## config.mk

```make
export PLATFORM = sky130hd
export DESIGN_NAME = reg_select_seq
export DESIGN_NICKNAME = d
export VERILOG_FILES = /design/src/rtl/reg_select_seq.sv
export SDC_FILE = /design/constraint.sdc
export NUM_CORES = 1
export LEC_CHECK = 0
export ABC_AREA = 0
export CORE_MARGIN = 4
export CORE_UTILIZATION = 40
export CTS_BUF_LIST = sky130_fd_sc_hd__clkbuf_8
export DETAILED_ROUTE_END_ITERATION = 12
export PLACE_DENSITY = 0.66
export SETUP_SLACK_MARGIN = 0.02
export SLEW_MARGIN = 20
export SYNTH_ARGS = -nofsm -noshare
export SYNTH_HDL_FRONTEND = slang
export SYNTH_SLANG_ARGS = --single-unit
```

## constraint.sdc

```tcl
create_clock -name i_clock -period 7 [get_ports i_clock]
set_clock_uncertainty 0.2 [all_clocks]
set_input_delay 1.4 -clock i_clock [delete_from_list [all_inputs] [get_ports i_clock]]
set_output_delay 1.4 -clock i_clock [all_outputs]
set_load 0.01 [all_outputs]
```

## src/rtl/reg_select_seq.sv

```systemverilog
// rtl/reg_select_seq.sv - registered register select/encode with a three-phase operand sequencer; optional R0 base rule enabled by REG_SELECT_R0_ZERO_EN
module reg_select_seq #(
    parameter int NREGS  = 16,
    parameter int RW     = 4,
    parameter int DW     = 32,
    parameter int CW     = 19,
    parameter int RA_LSB = 23,
    parameter int RB_LSB = 19,
    parameter int RC_LSB = 15
) (
    input  logic             i_clock,
    input  logic             i_clear,
    input  logic [DW-1:0]    i_ir,
    input  logic             i_ir_load,
    input  logic             i_gra,
    input  logic             i_grb,
    input  logic             i_grc,
    input  logic             i_rin,
    input  logic             i_rout,
    input  logic             i_baout,
    input  logic             i_seq_start,
    input  logic             i_seq_imm,
    input  logic             i_seq_stall,
    output logic [NREGS-1:0] o_rin_vec,
    output logic [NREGS-1:0] o_rout_vec,
    output logic             o_c_out,
    output logic [DW-1:0]    o_bus_c,
    output logic             o_bus_zero,
    output logic             o_seq_busy,
    output logic             o_seq_done
);

    typedef enum logic [1:0] {
        S_IDLE = 2'd0,
        S_SRC1 = 2'd1,
        S_SRC2 = 2'd2,
        S_DST  = 2'd3
    } state_t;

    // Field index to one-hot; an index beyond the register file selects nothing.
    function automatic logic [NREGS-1:0] f_onehot(input logic [RW-1:0] idx);
        logic [NREGS-1:0] v;
        v = '0;
        for (int i = 0; i < NREGS; i++) begin
            v[i] = (int'(idx) == i);
        end
        return v;
    endfunction

    state_t           r_state;
    state_t           w_state_next;
    logic [DW-1:0]    r_ir_q;
    logic             r_imm;
    logic             w_imm_next;

    logic [NREGS-1:0] r_rin_vec;
    logic [NREGS-1:0] r_rout_vec;
    logic             r_c_out;
    logic             r_bus_zero;
    logic             r_seq_busy;
    logic             r_seq_done;

    logic [NREGS-1:0] w_rin_vec_next;
    logic [NREGS-1:0] w_rout_vec_next;
    logic             w_c_out_next;
    logic             w_bus_zero_next;
    logic             w_seq_busy_next;
    logic             w_seq_done_next;

    logic             w_idle;
    logic [DW-1:0]    w_ir_eff;
    logic [RW-1:0]    w_ra;
    logic [RW-1:0]    w_rb;
    logic [RW-1:0]    w_rc;
    logic             w_sel_any;
    logic [RW-1:0]    w_sel_idx;
    logic             w_out_en;
    logic [NREGS-1:0] w_man_rin;
    logic [NREGS-1:0] w_man_rout;
    logic             w_man_bus_zero;
    logic             w_unused_ir;

    // The instruction register only accepts a new word while idle, so a load
    // coincident with seq_start is the word that gets sequenced.
    assign w_idle   = (r_state == S_IDLE);
    assign w_ir_eff = (w_idle && i_ir_load) ? i_ir : r_ir_q;

    assign w_ra = w_ir_eff[RA_LSB +: RW];
    assign w_rb = w_ir_eff[RB_LSB +: RW];
    assign w_rc = w_ir_eff[RC_LSB +: RW];

    // Bits of the IR outside the decoded fields are intentionally unused here.
    assign w_unused_ir = ^r_ir_q;

    // Manual field select with priority a > b > c.
    assign w_sel_any = i_gra | i_grb | i_grc;
    assign w_sel_idx = i_gra ? w_ra : (i_grb ? w_rb : w_rc);
    assign w_out_en  = i_rout | i_baout;

    // Constant is always available on the bus side, sign-extended from its top bit.
    assign o_bus_c = {{(DW-CW){r_ir_q[CW-1]}}, r_ir_q[CW-1:0]};

    // Manual decode of the selected field into in/out enables.
    always_comb begin
        w_man_rin      = '0;
        w_man_rout     = '0;
        w_man_bus_zero = 1'b0;
        if (w_sel_any) begin
            if (i_rin) begin
                w_man_rin = f_onehot(w_sel_idx);
            end
            if (w_out_en) begin
                w_man_rout = f_onehot(w_sel_idx);
            end
`ifdef REG_SELECT_R0_ZERO_EN
            // Base-address reads of R0 mean "zero": suppress R0 and drive zero instead.
            // An explicit rout still reads R0 as a normal register.
            if (i_baout && !i_rout && (w_sel_idx == '0)) begin
                w_man_rout[0]  = 1'b0;
                w_man_bus_zero = 1'b1;
            end
`endif
        end
    end

    // Next state and next registered outputs; a stall simply keeps everything.
    always_comb begin
        w_state_next    = r_state;
        w_imm_next      = r_imm;
        w_rin_vec_next  = r_rin_vec;
        w_rout_vec_next = r_rout_vec;
        w_c_out_next    = r_c_out;
        w_bus_zero_next = r_bus_zero;
        w_seq_done_next = r_seq_done;
        case (r_state)
            S_IDLE: begin
                w_c_out_next    = 1'b0;
                w_seq_done_next = 1'b0;
                if (i_seq_start) begin
                    w_state_next    = S_SRC1;
                    w_imm_next      = i_seq_imm;
                    w_rin_vec_next  = '0;
                    w_rout_vec_next = f_onehot(w_rb);
                    w_bus_zero_next = 1'b0;
                end else begin
                    w_rin_vec_next  = w_man_rin;
                    w_rout_vec_next = w_man_rout;
                    w_bus_zero_next = w_man_bus_zero;
                end
            end
            S_SRC1: begin
                if (!i_seq_stall) begin
                    w_state_next    = S_SRC2;
                    w_rin_vec_next  = '0;
                    w_rout_vec_next = r_imm ? '0 : f_onehot(w_rc);
                    w_c_out_next    = r_imm;
                    w_bus_zero_next = 1'b0;
                    w_seq_done_next = 1'b0;
                end
            end
            S_SRC2: begin
                if (!i_seq_stall) begin
                    w_state_next    = S_DST;
                    w_rin_vec_next  = f_onehot(w_ra);
                    w_rout_vec_next = '0;
                    w_c_out_next    = 1'b0;
                    w_bus_zero_next = 1'b0;
                    w_seq_done_next = 1'b1;
                end
            end
            S_DST: begin
                // Leaving DST samples everything while still busy, so manual
                // inputs and seq_start on this edge are ignored.
                if (!i_seq_stall) begin
                    w_state_next    = S_IDLE;
                    w_rin_vec_next  = '0;
                    w_rout_vec_next = '0;
                    w_c_out_next    = 1'b0;
                    w_bus_zero_next = 1'b0;
                    w_seq_done_next = 1'b0;
                end
            end
            default: begin
                w_state_next    = S_IDLE;
                w_rin_vec_next  = '0;
                w_rout_vec_next = '0;
                w_c_out_next    = 1'b0;
                w_bus_zero_next = 1'b0;
                w_seq_done_next = 1'b0;
            end
        endcase
        w_seq_busy_next = (w_state_next != S_IDLE);
    end

    // State, latched instruction and registered outputs.
    always_ff @(posedge i_clock or negedge i_clear) begin
        if (!i_clear) begin
            r_state    <= S_IDLE;
            r_ir_q     <= '0;
            r_imm      <= 1'b0;
            r_rin_vec  <= '0;
            r_rout_vec <= '0;
            r_c_out    <= 1'b0;
            r_bus_zero <= 1'b0;
            r_seq_busy <= 1'b0;
            r_seq_done <= 1'b0;
        end else begin
            r_state    <= w_state_next;
            r_ir_q     <= w_ir_eff;
            r_imm      <= w_imm_next;
            r_rin_vec  <= w_rin_vec_next;
            r_rout_vec <= w_rout_vec_next;
            r_c_out    <= w_c_out_next;
            r_bus_zero <= w_bus_zero_next;
            r_seq_busy <= w_seq_busy_next;
            r_seq_done <= w_seq_done_next;
        end
    end

    assign o_rin_vec  = r_rin_vec;
    assign o_rout_vec = r_rout_vec;
    assign o_c_out    = r_c_out;
    assign o_bus_zero = r_bus_zero;
    assign o_seq_busy = r_seq_busy;
    assign o_seq_done = r_seq_done;

endmodule

```

; Yosys cells after proc, flatten, opt, wreduce, memory -nomap -nowiden
; Index checks and enable logic that the tools add are counted.
[op_classes]
n_eq_ne = 68
n_mux = 26
bitwise = 3
reduce_logical = 13
[ops]
columns = op, count
row1 = 16-bit 2-to-1 mux, 10
row2 = "4-bit equality test, second input constant", 32
row3 = 16-bit one-hot mux with 3 select lines, 2
row4 = "4-bit by 3-bit equality test with 1-bit output, second input constant", 16
row5 = "4-bit by 2-bit equality test with 1-bit output, second input constant", 8
row6 = 27-bit 2-to-1 mux, 1
row7 = "4-bit by 1-bit equality test with 1-bit output, second input constant", 4
row8 = 4-bit logical NOT, 4
row9 = "2-bit inequality test, second input constant", 5
row10 = 2-bit 2-to-1 mux, 4
row11 = 4-bit 2-to-1 mux, 2
row12 = 2-bit one-hot mux with 4 select lines, 1
row13 = 1-bit one-hot mux with 3 select lines, 2
row14 = 2-bit AND reduction, 3
row15 = "2-bit equality test, second input constant", 2
row16 = 2-bit OR reduction, 2
row17 = 1-bit 2-to-1 mux, 3
row18 = 1-bit OR, 3
row19 = 3-bit OR reduction, 1
row20 = "2-bit by 1-bit equality test with 1-bit output, second input constant", 1
row21 = 2-bit logical NOT, 1
row22 = 1-bit one-hot mux with 2 select lines, 1
row23 = 2-bit nonzero test, 1
row24 = 1-bit logical AND, 1
[totals]
reg_bits = 66
wordCells = 120

; Logic depth before layout (Yosys ltp)
; Gate-level depths: netlist of the first run.
[depth]
word_depth = 10
mapped_depth = 8

; Least setup slack after synthesis of the first run
; OpenSTA, ideal clock, no wires.
[synth_path]
path_kind = input to register
start = input i_grb
end = register r_rin_vec[0], in the netlist o_rin_vec[0]
t_arrival_ns = 3.055
required_ns = 6.728
path_slack_ns = 3.673
stages = 7
cell_sequence = buf_2 buf_2 mux2_2 mux4_2 nor2_1 a221oi_1 nor2_1
[synth_via]
elab_chain_len = 7
elab_cells_between_ends = 9
classes_between = mux: 6 / bitwise: 2 / reduce/logical: 1
[synth_rtl]
columns = item, line
row1 = start: declaration, 16  ; input logic i_grb,
row2 = 4-bit 2-to-1 mux (2 in series), 97  ; assign w_sel_idx = i_gra ? w_ra : (i_grb ? w_rb : w_rc);
row3 = 4-bit logical NOT, 45  ; v[i] = (int'(idx) == i);
row4 = 16-bit 2-to-1 mux, 109  ; if (i_rin) begin
row5 = 16-bit 2-to-1 mux *, 108  ; if (w_sel_any) begin
row6 = 16-bit 2-to-1 mux *, 139  ; if (i_seq_start) begin
row7 = 16-bit one-hot mux with 3 select lines *, 135  ; case (r_state)
row8 = end signal: assignment, 211  ; r_rin_vec <= w_rin_vec_next;
row9 = end: declaration, 56  ; logic [NREGS-1:0] r_rin_vec;
; Mark *: on every way between the ends. The rest lies on a longest branch, timed or not.
; A chain may end at the register's enable or synchronous reset.

; Final worst setup path of the first run
; Ends and elaborated chain as after synthesis.

==> results of run 1 <==
## tightest hold or removal path, cell delays in order (launching register included)
cell,delay (ns)
dfrtp_1,0.34
nand2_1,0.05
nand2_1,0.05
## final cells by class
class                           instances  area, µm²  area share
Clock buffer                           12        165      0.0345
Clock inverter                          1       3.75    0.000785
Inverter                               15       56.3      0.0118
Multi-Input combinational cell        271       1710       0.358
Sequential cell                        65       1630       0.340
Tap cell                              108        135      0.0283
Timing Repair Buffer                  109       1080       0.227
## cells by family (layout without fill, tap and decap cells)
group                     count (synthesis)  after routing  synth area share
DFF                                      65             65             0.438
AOI/OAI and AO/OA                        68             68             0.136
and+or+nand+nor                         173            173             0.211
xor gates and xnor gates                  1              1           0.00236
buffers and inverters                    66            137             0.106
muxes                                    28             28             0.105
other                                     1              1           0.00101
## per-layer routing
| layer | global-route usage | vias up | wire length (µm) | share of wire |
|---|---|---|---|---|
| li1 | - | 1523 | - | - |
| met1 | 0.247 | 1557 | 4420 | 0.44 |
| met2 | 0.301 | 128 | 4900 | 0.48 |
| met3 | 0.0372 | 17 | 618 | 0.061 |
| met4 | 0.0589 | 0 | 174 | 0.017 |
| met5 | 0 | - | 0 | 0 |
## cells in the mapped netlist (all sizes together)
master and number:
nand2 78, dfrtp 65, nor2 52, buf 45
o21ai 22, a221oi 16, a222oi 16, inv 14
nor3 14, mux2i 11, mux2 9, mux4 8
nand3b 8, nand3 7, a21oi 6, clkbuf 6
and3 4, a21boi 3, nor2b 3, nor3b 2
o21a 2, a32oi 1, and2 1, clkinv 1
conb 1, o211ai 1, o32a 1, or2 1
or3 1, or3b 1, or4 1, xor2 1
## registers in the layout, summed over array words and instances, names as in the netlist
| register | count |
|---|---|
| r_ir_q | 27 |
| o_rin_vec | 16 |
| o_rout_vec | 16 |
| r_state | 2 |
| o_c_out | 1 |
| o_seq_busy | 1 |
| o_seq_done | 1 |
| r_imm | 1 |
## cell usage in the layout, fill, tap and decap left out, drive strengths merged, types with 7 or more instances in the layout
cell type      count
clkdlybuf4s50    104
nand2             78
dfrtp             65
nor2              52
o21ai             22
a222oi            16
a221oi            16
inv               15
nor3              14
clkbuf            12
mux2i             11
mux2               9
mux4               8
nand3b             8
nand3              7
## path summary, 6_finish.rpt
| kind | endpoint | slack [ns] | cells past startpoint |
|---|---|---|---|
| min in group asynchronous | r_ir_q[13]$_DFFE_PN0N_ | 1.06 | 2 |
| min reg2reg | r_ir_q[7]$_DFFE_PN0N_ | 0.27 | 2 |
| max | o_rin_vec[0]$_DFFE_PN0P_ | 3.07 | 6 |
| max in group asynchronous | r_ir_q[15]$_DFF_PN0_ | 5.00 | 2 |
| max reg2reg | o_rin_vec[10]$_DFFE_PN0P_ | 4.21 | 6 |
| min | r_ir_q[7]$_DFFE_PN0N_ | 0.27 | 2 |
## power by group through the flow
stage	Clock [mW]	Sequential [mW]	Combinational (mW)
2_1_floorplan	0	0.641	0.601
3_3_place_gp	0	0.653	0.902
3_5_place_dp	0	0.661	0.923
4_1_cts	0.295	0.653	0.927
5_1_grt	0.313	0.678	1.01
6_report	0.286	0.654	0.929
## stage by stage
step | total power, mW | cells
after floorplan | 1.24 | 402
after global placement | 1.55 | 567
after detailed placement | 1.58 | 567
after CTS | 1.88 | 580
after global routing | 2.00 | 581
final | 1.87 | 581
==> impl_metrics.tcl, run 1 <==
set metrics [dict create \
    dp_slack_ns 2.47 \
    status "finished, final reports clean" \
    synth_cell_types 39 \
    cts_setup_buffers 0 \
    cts_tree "built" \
    worst-path-max-fanout 17 \
    grt_max_degree 66 \
    clock_path_buffers 2 \
    critPathArrivalTime_ns 3.99 \
    crit_path_start "i_grb" \
    fin_util 0.538 \
    swShare 0.400 \
    worst-path-buf-inv 1 \
    ios 112 \
    slowest_stage "clkdlybuf4s50_1" \
    post_synth.cell_area_avg_um2 9.24 \
    antenna_found_initial 0 \
    netlist_area_um2 3710 \
    gp_congestion 0.901 \
    start_util 0.418 \
    die_h_um 104 \
    die_w_um 104 \
    coreArea_um2 8890 \
    maxSlewViolCount 0 \
    max-slew-margin-rel 0.450 \
    cts_hold_buf 0 \
    rsz0062_at_grt "no" \
    cp-start-kind "input port" \
    worst_slack_ns 3.07 \
    r2r-start "r_state[1]$_DFF_PN0_" \
    maxCapViolCount 0 \
    setup_viol 0 \
    num_antenna_cells 0 \
    ctsRootBufferMaster "clkbuf_8" \
    clockPowerShare 0.153 \
    synth_seq_cells 65 \
    clkLatencyLatePin_ns 0.33 \
    drcViolationCount 0 \
    drive_gt1_frac 0.0888 \
    yosys_warnings 0 \
    crit_type "input port to register" \
    grt_pass1_vias 3183 \
    netlist_instances 402 \
    min_period_ns 3.93 \
    dr.pass1.iters 6 \
    grt_overflow 0 \
    final_cell_area_um2 4780 \
    power_density_nw_per_um2 391 \
    gr-usage-all-layers 0.185 \
    min_from "r_ir_q[7]$_DFFE_PN0N_" \
    seqPwrFrac 0.350 \
    ant_nets 0 \
    num_vias 3225 \
    drtIter0Drc 236 \
    fin_crit_sh 0.562 \
    seq_area_frac_synth 0.438 \
    htreeDepth 3 \
    required_ns 7.06 \
    p_sw_mw 0.747 \
    syn2layout_area_growth_pct 28.7 \
    place_area_um2 4590 \
    min_path_type "register to register" \
    worst_path_largest_cell_delay_ns 0.99 \
    fmax_ghz 0.254 \
    cts.sinks 65 \
    fin_tns_setup_ns 0 \
    synthesis.nets 446 \
    timing_hold_violations_final 0 \
    numCtsBuffers 9 \
    post_cts_resize_count 0 \
    holdWs_ns 0.272 \
    dp_hpwl_um 7420 \
    port_buffers 105 \
    internal_power_mw 1.12 \
    cp_cell_sequence "clkdlybuf4s50_1 > mux2_2 > mux4_2 > nor3_2 > a221oi_1 > nor2_1" \
    worstMarginPinSlew_ns 0.825 \
    fillers 811 \
    clk_pin_slew_worst_paths_ns 0.07 \
    grt_pass1_wl_um 16300 \
    die_area_um2 10900 \
    synth_area_leaders "dfrtp_1 (44%), nand2_1 (7.9%), buf_4 (7.1%)" \
    leakage_nw 2.06 \
    yosysTopAreaCell "dfrtp_1" \
    nNetsFinal 515 \
    rows 34 \
    crit_family "buffers and inverters" \
    pwr-share-comb 0.497 \
    wl_per_cell_um 17.4 \
    drt-total-wl_um 10100 \
    yosysTopAreaCellShare 0.438 \
    endpoint_kind "register" \
    routed_via_density 5.55 \
    peakVddDrop_v 0.000183 \
]
Power figures use the tool's default switching activity.
==> run 2: changes to the inputs <==
==> constraint.sdc (replaced) <==
create_clock -name i_clock -period 3.66 [get_ports i_clock]
set_clock_uncertainty 0.2 [all_clocks]
set_input_delay 0.732 -clock i_clock [delete_from_list [all_inputs] [get_ports i_clock]]
set_output_delay 0.732 -clock i_clock [all_outputs]
set_load 0.01 [all_outputs]
==> run 2 against run 1 <==
  * Flip-flop and latch count is the same
  * Register-to-register slack lost 3.4 ns
  * Worst hold slack lost 0.011 ns
  * Critical path type unchanged
  * Clock power grew 130%
  * Utilization grew 1.1 points
  * Global-route usage is essentially flat
  * Routed wire length shrank 1.8%
  * Via count grew 1.3%
  * Cell count grew 1.9%
  * Total power grew 98%
  * Die area is the same
==> impl_metrics.tcl, run 2 (synthesized netlist as in run 1, its figures left out) <==
set metrics [dict create \
    timing_hold_violations_final 0 \
    die_area_um2 10900 \
    nNetsFinal 523 \
    total_power_mw 3.70 \
    fin_crit_sh 0.851 \
    drt-total-wl_um 9930 \
    p_sw_mw 1.45 \
    port_buffers 105 \
    pwr-share-comb 0.480 \
    final_cell_mix "clkdlybuf4s50_1 (104), nand2_1 (78), dfrtp_1 (65)" \
    final_common_cell "clkdlybuf4s50_1" \
    swShare 0.393 \
    dp_hpwl_um 7480 \
    cts.sinks 65 \
    reg2reg_slack_ns 0.86 \
    num_antenna_cells 0 \
    maxSlewViolCount 0 \
    start_util 0.418 \
    grt_max_degree 36 \
    post_cts_resize_count 0 \
    cts_hold_buf 0 \
    worstMarginPinSlew_ns 0.769 \
    max-slew-margin-rel 0.487 \
    drcViolationCount 0 \
    peakVddDrop_v 0.000368 \
    power_density_nw_per_um2 760 \
    regMostFlops "r_ir_q" \
    wl_per_cell_um 16.8 \
    min_path_type "input port to asynchronous set/reset pin" \
    maxCapViolCount 0 \
    required_ns 3.72 \
    syn2layout_area_growth_pct 31.3 \
    drtIter0Drc 242 \
    gr-usage-all-layers 0.184 \
    cts_setup_buffers 0 \
    grt_overflow 0 \
    numCtsBuffers 9 \
    num_vias 3268 \
    min_period_ns 3.11 \
    cp-start-kind "input port" \
    coreArea_um2 8890 \
    grt_pass1_vias 3190 \
    die_h_um 104 \
    gp_congestion 0.893 \
    clock_path_buffers 2 \
    grt_pass1_wl_um 16400 \
    cts_tree "built" \
    status "finished, final reports clean" \
    crit_type "input port to register" \
    worst-path-max-fanout 21 \
    ios 112 \
    routed_via_density 5.52 \
    critPathArrivalTime_ns 3.18 \
    rsz0062_at_grt "no" \
    seqPwrFrac 0.338 \
    ctsRootBufferMaster "clkbuf_8" \
    fmax_ghz 0.321 \
    die_w_um 104 \
    clockPowerShare 0.182 \
    fin_tns_setup_ns 0 \
    antenna_found_initial 0 \
    setup_viol 0 \
    clk_pin_slew_worst_paths_ns 0.08 \
    rows 34 \
    drive_gt1_frac 0.110 \
    leakage_nw 2.11 \
    htreeDepth 3 \
    largest_reg_flops 27 \
    ant_nets 0 \
    clkLatencyLatePin_ns 0.34 \
    endpoint_kind "register" \
    dr.pass1.iters 6 \
    internal_power_mw 2.25 \
]
run 2: layout make-up:
cell class / count / area [µm²]
Clock buffer: 9 / 124
Inverter: 15 / 56.3
Fill cell: 805 / 4020
Tap cell: 108 / 135
Timing Repair Buffer: 117 / 1140
Clock inverter: 7 / 95.1
Multi-Input combinational cell: 271 / 1700
Sequential cell: 65 / 1630
run 2: worst paths after layout:
kind | from | endpoint | depth (start not counted)
max | i_ir_load | o_rout_vec[5]$_DFFE_PN0P_ | 7
min | i_clear | r_ir_q[2]$_DFFE_PN0N_ | 1
max reg2reg | r_state[1]$_DFF_PN0_ | o_rout_vec[5]$_DFFE_PN0P_ | 6
min reg2reg | r_ir_q[12]$_DFFE_PN0N_ | r_ir_q[12]$_DFFE_PN0N_ | 2
max in group asynchronous | i_clear | o_rin_vec[4]$_DFFE_PN0P_ | 2
min in group i_clock | r_ir_q[12]$_DFFE_PN0N_ | r_ir_q[12]$_DFFE_PN0N_ | 2
run 2: critical path, stage by stage:
cell,delay [ns]
clkdlybuf4s50_1,0.53
nor3b_4,0.53
buf_4,0.36
nand3b_1,0.10
a21boi_0,0.58
a222oi_1,0.21
o21ai_0,0.13
run 2: power by group through the flow:
stage / registers (mW) / logic [mW] / clock network, mW
floorplan: 1.23 / 1.15 / 0
global placement: 1.25 / 1.75 / 0
detailed placement: 1.26 / 1.78 / 0
CTS: 1.25 / 1.79 / 0.690
global route: 1.30 / 1.93 / 0.728
finish: 1.25 / 1.78 / 0.672
run 2: metrics by stage:
stage / util / hold WS, ns / instances / instance area [µm²] / worst slack (ns)
after floorplan: - / 0.236 / 402 / 3710 / 1.00
after global placement: 0.524 / 0.257 / 576 / 4660 / 0.298
after detailed placement: 0.524 / 0.262 / 576 / 4660 / 0.279
after CTS: 0.548 / 0.282 / 592 / 4870 / 0.639
after global routing: 0.548 / 0.299 / 592 / 4870 / 0.383
final: 0.548 / 0.260 / 592 / 4870 / 0.546
run 2: per-layer routing:
metal,share of wire,up-vias,routed length (µm),GRT usage
met5,0,-,0,0
met2,0.50,133,4920,0.311
met1,0.43,1574,4260,0.242
met3,0.064,11,637,0.0372
li1,-,1550,-,-
met4,0.010,0,103,0.0475
